[config.mk]
export PLATFORM = sky130hd
export DESIGN_NAME = lr_row_collector
export DESIGN_NICKNAME = d
export VERILOG_FILES = /design/src/rtl/lr_row_collector.sv
export SDC_FILE = /design/constraint.sdc
export NUM_CORES = 1
export LEC_CHECK = 0
export CORE_MARGIN = 4
export CORE_UTILIZATION = 25
export CTS_BUF_LIST = sky130_fd_sc_hd__clkbuf_4 sky130_fd_sc_hd__clkbuf_8 sky130_fd_sc_hd__clkbuf_16
export DETAILED_ROUTE_END_ITERATION = 6
export PLACE_DENSITY = 0.46
export SETUP_SLACK_MARGIN = 0.05
export SKIP_LAST_GASP = 1
export SYNTH_ARGS = -nofsm -noshare
export SYNTH_HDL_FRONTEND = slang
export SYNTH_SLANG_ARGS = --single-unit
[constraint.sdc]
create_clock -name clk -period 6.48 [get_ports clk]
set_clock_uncertainty 0.15 [all_clocks]
set_input_delay 0.648 -clock clk [delete_from_list [all_inputs] [get_ports clk]]
set_output_delay 0.648 -clock clk [all_outputs]
set_load 0.05 [all_outputs]
[src/rtl/lr_row_collector.sv]
// lr_row_collector: realigns skewed leaky-ReLU columns into whole rows and
//   writes them to the unified buffer at sequential addresses.
// Latency: last column of a row sampled at edge E -> ub_wr_valid high after E+1;
//   one row per cycle while ub_wr_ready stays high.
// Backpressure: ub_wr_ready stalls the output register; upstream is never
//   stalled, a push into a full column FIFO is dropped and sets overflow_err.
// Ports:
//   clk, rst            clock, synchronous active-high reset
//   cfg_*               pass configuration, latched on cfg_start in IDLE
//   lr_valid_in/data_in per-column input, column i in slice i
//   ub_wr_*             row write request, valid/ready handshake
//   busy, done          RUN indicator, one-cycle completion pulse
//   overflow_err        sticky column-FIFO overflow flag
module lr_row_collector #(
  parameter int N      = 2,
  parameter int DEPTH  = 4,
  parameter int ADDR_W = 16
) (
  input  logic                clk,
  input  logic                rst,
  input  logic                cfg_start,
  input  logic [ADDR_W-1:0]   cfg_base_addr,
  input  logic [15:0]         cfg_num_rows,
  input  logic [N-1:0]        lr_valid_in,
  input  logic [N*16-1:0]     lr_data_in,
  input  logic                ub_wr_ready,
  output logic                ub_wr_valid,
  output logic [ADDR_W-1:0]   ub_wr_addr,
  output logic [N*16-1:0]     ub_wr_data,
  output logic                busy,
  output logic                done,
  output logic                overflow_err
);

  localparam int PW = $clog2(DEPTH);
  localparam logic [PW:0] PTR_ONE = 1;

  typedef enum logic [1:0] {IDLE, RUN, FIN} state_t;

  state_t        state, state_nxt;
  logic [15:0]   num_rows;
  logic [15:0]   rows_written, rows_written_nxt;
  logic [15:0]   rows_popped;
  logic [15:0]   mem [N][DEPTH];
  logic [PW:0]   wr_ptr [N];
  logic [PW:0]   rd_ptr [N];
  logic [N-1:0]  empty, full, push_ok, push_drop;
  logic          pop, xfer, start;

  assign start = (state == IDLE) && cfg_start;
  assign xfer  = ub_wr_valid && ub_wr_ready;
  assign busy  = (state == RUN);
  assign done  = (state == FIN);
  assign rows_written_nxt = rows_written + {15'd0, xfer};

  // A row pops only when every column has data, the output register is free
  // (or emptying this cycle) and the programmed row count is not yet reached.
  assign pop = (state == RUN) && (&(~empty)) && (!ub_wr_valid || ub_wr_ready) &&
               (rows_popped != num_rows);

  always_comb begin
    empty     = '0;
    full      = '0;
    push_ok   = '0;
    push_drop = '0;
    for (int i = 0; i < N; i++) begin
      empty[i] = (wr_ptr[i] == rd_ptr[i]);
      full[i]  = (wr_ptr[i][PW-1:0] == rd_ptr[i][PW-1:0]) &&
                 (wr_ptr[i][PW] != rd_ptr[i][PW]);
      // A full FIFO that is popping this cycle frees its slot in time.
      push_ok[i]   = (state == RUN) && lr_valid_in[i] && (!full[i] || pop);
      push_drop[i] = (state == RUN) && lr_valid_in[i] && full[i] && !pop;
    end
  end

  always_comb begin
    state_nxt = state;
    case (state)
      IDLE:    if (cfg_start) state_nxt = RUN;
      RUN:     if (rows_written_nxt == num_rows) state_nxt = FIN;
      FIN:     state_nxt = IDLE;
      default: state_nxt = IDLE;
    endcase
  end

  // FIFO storage carries no reset; pointers define validity.
  always_ff @(posedge clk) begin
    for (int i = 0; i < N; i++) begin
      if (push_ok[i]) mem[i][wr_ptr[i][PW-1:0]] <= lr_data_in[i*16 +: 16];
    end
  end

  always_ff @(posedge clk) begin
    if (rst) begin
      state        <= IDLE;
      num_rows     <= '0;
      rows_written <= '0;
      rows_popped  <= '0;
      ub_wr_valid  <= 1'b0;
      ub_wr_addr   <= '0;
      ub_wr_data   <= '0;
      overflow_err <= 1'b0;
      for (int i = 0; i < N; i++) begin
        wr_ptr[i] <= '0;
        rd_ptr[i] <= '0;
      end
    end else begin
      state <= state_nxt;
      if (|push_drop) overflow_err <= 1'b1;
      if (start) begin
        num_rows     <= cfg_num_rows;
        rows_written <= '0;
        rows_popped  <= '0;
        ub_wr_addr   <= cfg_base_addr;
        for (int i = 0; i < N; i++) begin
          wr_ptr[i] <= '0;
          rd_ptr[i] <= '0;
        end
      end else begin
        for (int i = 0; i < N; i++) begin
          if (push_ok[i]) wr_ptr[i] <= wr_ptr[i] + PTR_ONE;
          if (pop)        rd_ptr[i] <= rd_ptr[i] + PTR_ONE;
        end
        if (pop) rows_popped <= rows_popped + 16'd1;
        if (xfer) begin
          rows_written <= rows_written_nxt;
          ub_wr_addr   <= ub_wr_addr + ADDR_W'(1);
        end
      end
      if (pop) begin
        ub_wr_valid <= 1'b1;
        for (int i = 0; i < N; i++) begin
          ub_wr_data[i*16 +: 16] <= mem[i][rd_ptr[i][PW-1:0]];
        end
      end else if (xfer) begin
        ub_wr_valid <= 1'b0;
      end
    end
  end

endmodule

==> results.md <==
## Critical path
* **cell breakdown of the critical path** xor2_1 -> o311ai_4 -> buf_4 -> a31o_2 -> nor2_1 -> buf_4
* **CP max-delay cell** sky130_fd_sc_hd__edfxtp_1
* **critical path data arrival time** 3.69 ns
* **Slowest Stage Delay on Critical Path** 0.97 ns
* **delay-heaviest family, CP** compound AO/OA/AOI/OAI gates
* **CP Max Fanout** 20
* **sort of element at the start of the critical path** flip-flop
* **endpoint kind of the worst setup timing path** flip-flop
* **CP most frequent cell** sky130_fd_sc_hd__buf_4
* **CP required** 6.60 ns
* **Critical Setup Path Class** reg -> reg
* **critical path buffer and inverter count** 2

## Yosys
* **distinct cell type count of the synthesized netlist** 52
* **syn nets** 897
* **number of enable flip-flop cells after synthesis** 140
* **dominant register cell in the synthesized netlist** sky130_fd_sc_hd__edfxtp_1
* **synthesized area per cell** 12.6 sq um
* **proportion of register bits with asynchronous set or reset after synthesis** 0
* **post-synthesis register bit count** 240
* **cell area after technology mapping** 0.0102 sq mm
* **number of warnings printed during yosys synthesis** 0
* **post-synthesis instance total** 812
* **sequential-to-total area share from yosys stat** 0.608

## Cells and area
* **count of fill cells added during filler insertion** 4041
* **Design Area, Final** 0.0129 sq mm
* **Area growth syn-to-layout** 26.5%
* **n_diodes** 0
* **leading cell type in the layout, fill and taps excluded** sky130_fd_sc_hd__edfxtp_1
* **leading cell types in the layout, fill and taps excluded** sky130_fd_sc_hd__edfxtp_1, sky130_fd_sc_hd__clkdlybuf4s50_1, sky130_fd_sc_hd__nor2_1
* **Post-Layout Cell Count** 1481
* **ratio of cells with drive above 1 in the final layout** 0.120
* **layout net count** 1019

## Clocking
* **CTS clk-pin slew, worst paths** 0.06 ns
* **H-Tree Depth** 1
* **CTS max path bufs** 3
* **Gates resized, CTS repair** 0
* **number of buffers inserted to repair setup after CTS** 0
* **worst-skew pair later-pin latency** 0.57 ns
* **count of clock tree sinks** 240
* **number of CTS-inserted buffers** 28
* **total of hold buffers inserted after clock tree synthesis** 0
* **TritonCTS clock tree** yes
* **master cell of the clock root buffer** sky130_fd_sc_hd__clkbuf_16

## Job
* **max-capacitance violation count** 0

## Route
* **number of DRC violations after detailed routing** 0
* **vias per inst** 4.34
* **average wire length per cell after detail routing** 16.6 microns
* **first-pass detailed-route iteration total** 4
* **wirelength, routed** 24600 microns
* **detailed-route via count** 6423
* **detailed router's first-iteration violation count** 301
* **Routed Antenna Nets** 0

## Placed design
* **Cell Count Post-Placement** 1429
* **number of port buffers** 121
* **cell area after placement** 0.0120 sq mm
* **routability congestion estimate** 0.772
* **hpwl dp** 16400 microns

## STA
* **Tmin final** 3.57 ns
* **post-route setup TNS** 0 ns
* **final worst path period share** 0.551
* **final setup violation count** 0
* **worst slew margin relative to its limit** 0.346
* **number of max-slew violations in the final report** 0
* **slew of the pin with the lowest slew margin** 0.980 ns
* **RSZ-0062 raised after global routing** false
* **final hold slack** 0.320 ns
* **final hold violation count** 0
* **achievable clock frequency** 0.280 GHz

## Global route
* **gr ovfl total** 0
* **global router's overall resource usage** 0.110
* **initial antenna violation count** 0
* **maximum number of pins on one net before global-route repair** 55
* **number of global-route vias before repair** 6531
* **global-route wire length before repair** 38500 microns

## Floorplanning
* **effective utilization at floorplan** 0.255
* **num ports** 122
* **area of the die** 0.0441 sq mm
* **number of placement rows** 73
* **Die Y-Extent** 210 microns
* **core box area** 0.0400 sq mm
* **width of the die** 210 microns

## Run status
* **outcome** finished, final reports clean

## Hold path
* **Tightest Hold Check Type** in -> reg

## Pwr
* **power density over the cells** 318 mW/mm^2
* **leakage power** 4.61 nW
* **IR Drop Worst-Case VDD** 188 uV

==> final cells by class <==
cell class / instances / area, sq um / share of cell area
well taps: 525 / 657 / 0.0509
clock buffers: 42 / 850 / 0.0658
clock inverters: 10 / 82.6 / 0.00640
repair buffers: 137 / 1330 / 0.103
multi-input cells: 503 / 3700 / 0.286
flip-flops and latches: 240 / 6210 / 0.481
inverters: 24 / 90.1 / 0.00698
==> logic make-up after synthesis <==
kind of cell | after synthesis | synth area share
buffers and inverters | 69 | 0.0316
AND/OR/NAND/NOR | 271 | 0.125
adder cells (fa/ha/maj) | 15 | 0.0184
XOR/XNOR | 82 | 0.0704
flip-flops | 240 | 0.608
AO/OA/AOI/OAI | 70 | 0.0434
multiplexers | 65 | 0.103
==> through the flow <==
stage          setup WS (ns)  power (mW)   util
5_1_grt                 2.63        4.31  0.323
4_1_cts                 2.80        4.19  0.323
2_1_floorplan           3.30        2.33      -
3_5_place_dp            2.39        2.61  0.299
6_report                2.91        4.10  0.323
3_3_place_gp            2.48        2.61  0.299
==> final timing paths <==
kind | start | to | slack [ns] | depth (start not counted)
setup / recovery | rd_ptr[0][4] | mem[0][100] | 2.91 | 6
hold / removal | rst | overflow_err | 0.32 | 2
setup reg to reg | rd_ptr[0][4] | mem[0][100] | 2.91 | 6
hold reg to reg | overflow_err | overflow_err | 0.33 | 2
==> cell usage after synthesis, drive strengths merged (4+ instances only) <==
master / number / area share
a211oi: 15 / 0.011
a21oi: 25 / 0.012
and2: 4 / 0.0026
and3: 8 / 0.0049
buf: 16 / 0.012
clkbuf: 29 / 0.011
dfxtp: 100 / 0.20
edfxtp: 140 / 0.41
ha: 15 / 0.018
inv: 24 / 0.0088
mux2i: 33 / 0.032
mux4: 32 / 0.071
nand2: 70 / 0.026
nand3: 20 / 0.012
nand4: 10 / 0.0067
nor2: 109 / 0.040
nor2b: 7 / 0.0043
nor3: 9 / 0.0049
nor4: 18 / 0.014
o21ai: 11 / 0.0054
or3: 6 / 0.0037
xnor2: 37 / 0.032
xor2: 45 / 0.039
==> layer usage <==
metal  track usage  share of wire  vias up
li1              -              -     3151
met1         0.149           0.46     3116
met2         0.181           0.47      120
met3        0.0247          0.051       36
met4        0.0221          0.017        0
met5             0              0        -
==> registers in the layout (all words and copies together), names as in the netlist <==
register	cells
mem	128
ub_wr_data	32
num_rows	16
rows_popped	16
rows_written	16
ub_wr_addr	16
rd_ptr	6
wr_ptr	6
state	2
overflow_err	1
ub_wr_valid	1
==> where the power goes <==
| part | internal (mW) | switching [mW] | leakage (nW) |
|---|---|---|---|
| combinational | 0.315 | 0.445 | 2.03 |
| sequential | 1.72 | 0.0864 | 2.10 |
| clock | 0.910 | 0.629 | 0.475 |
Power figures use the tool's default switching activity.
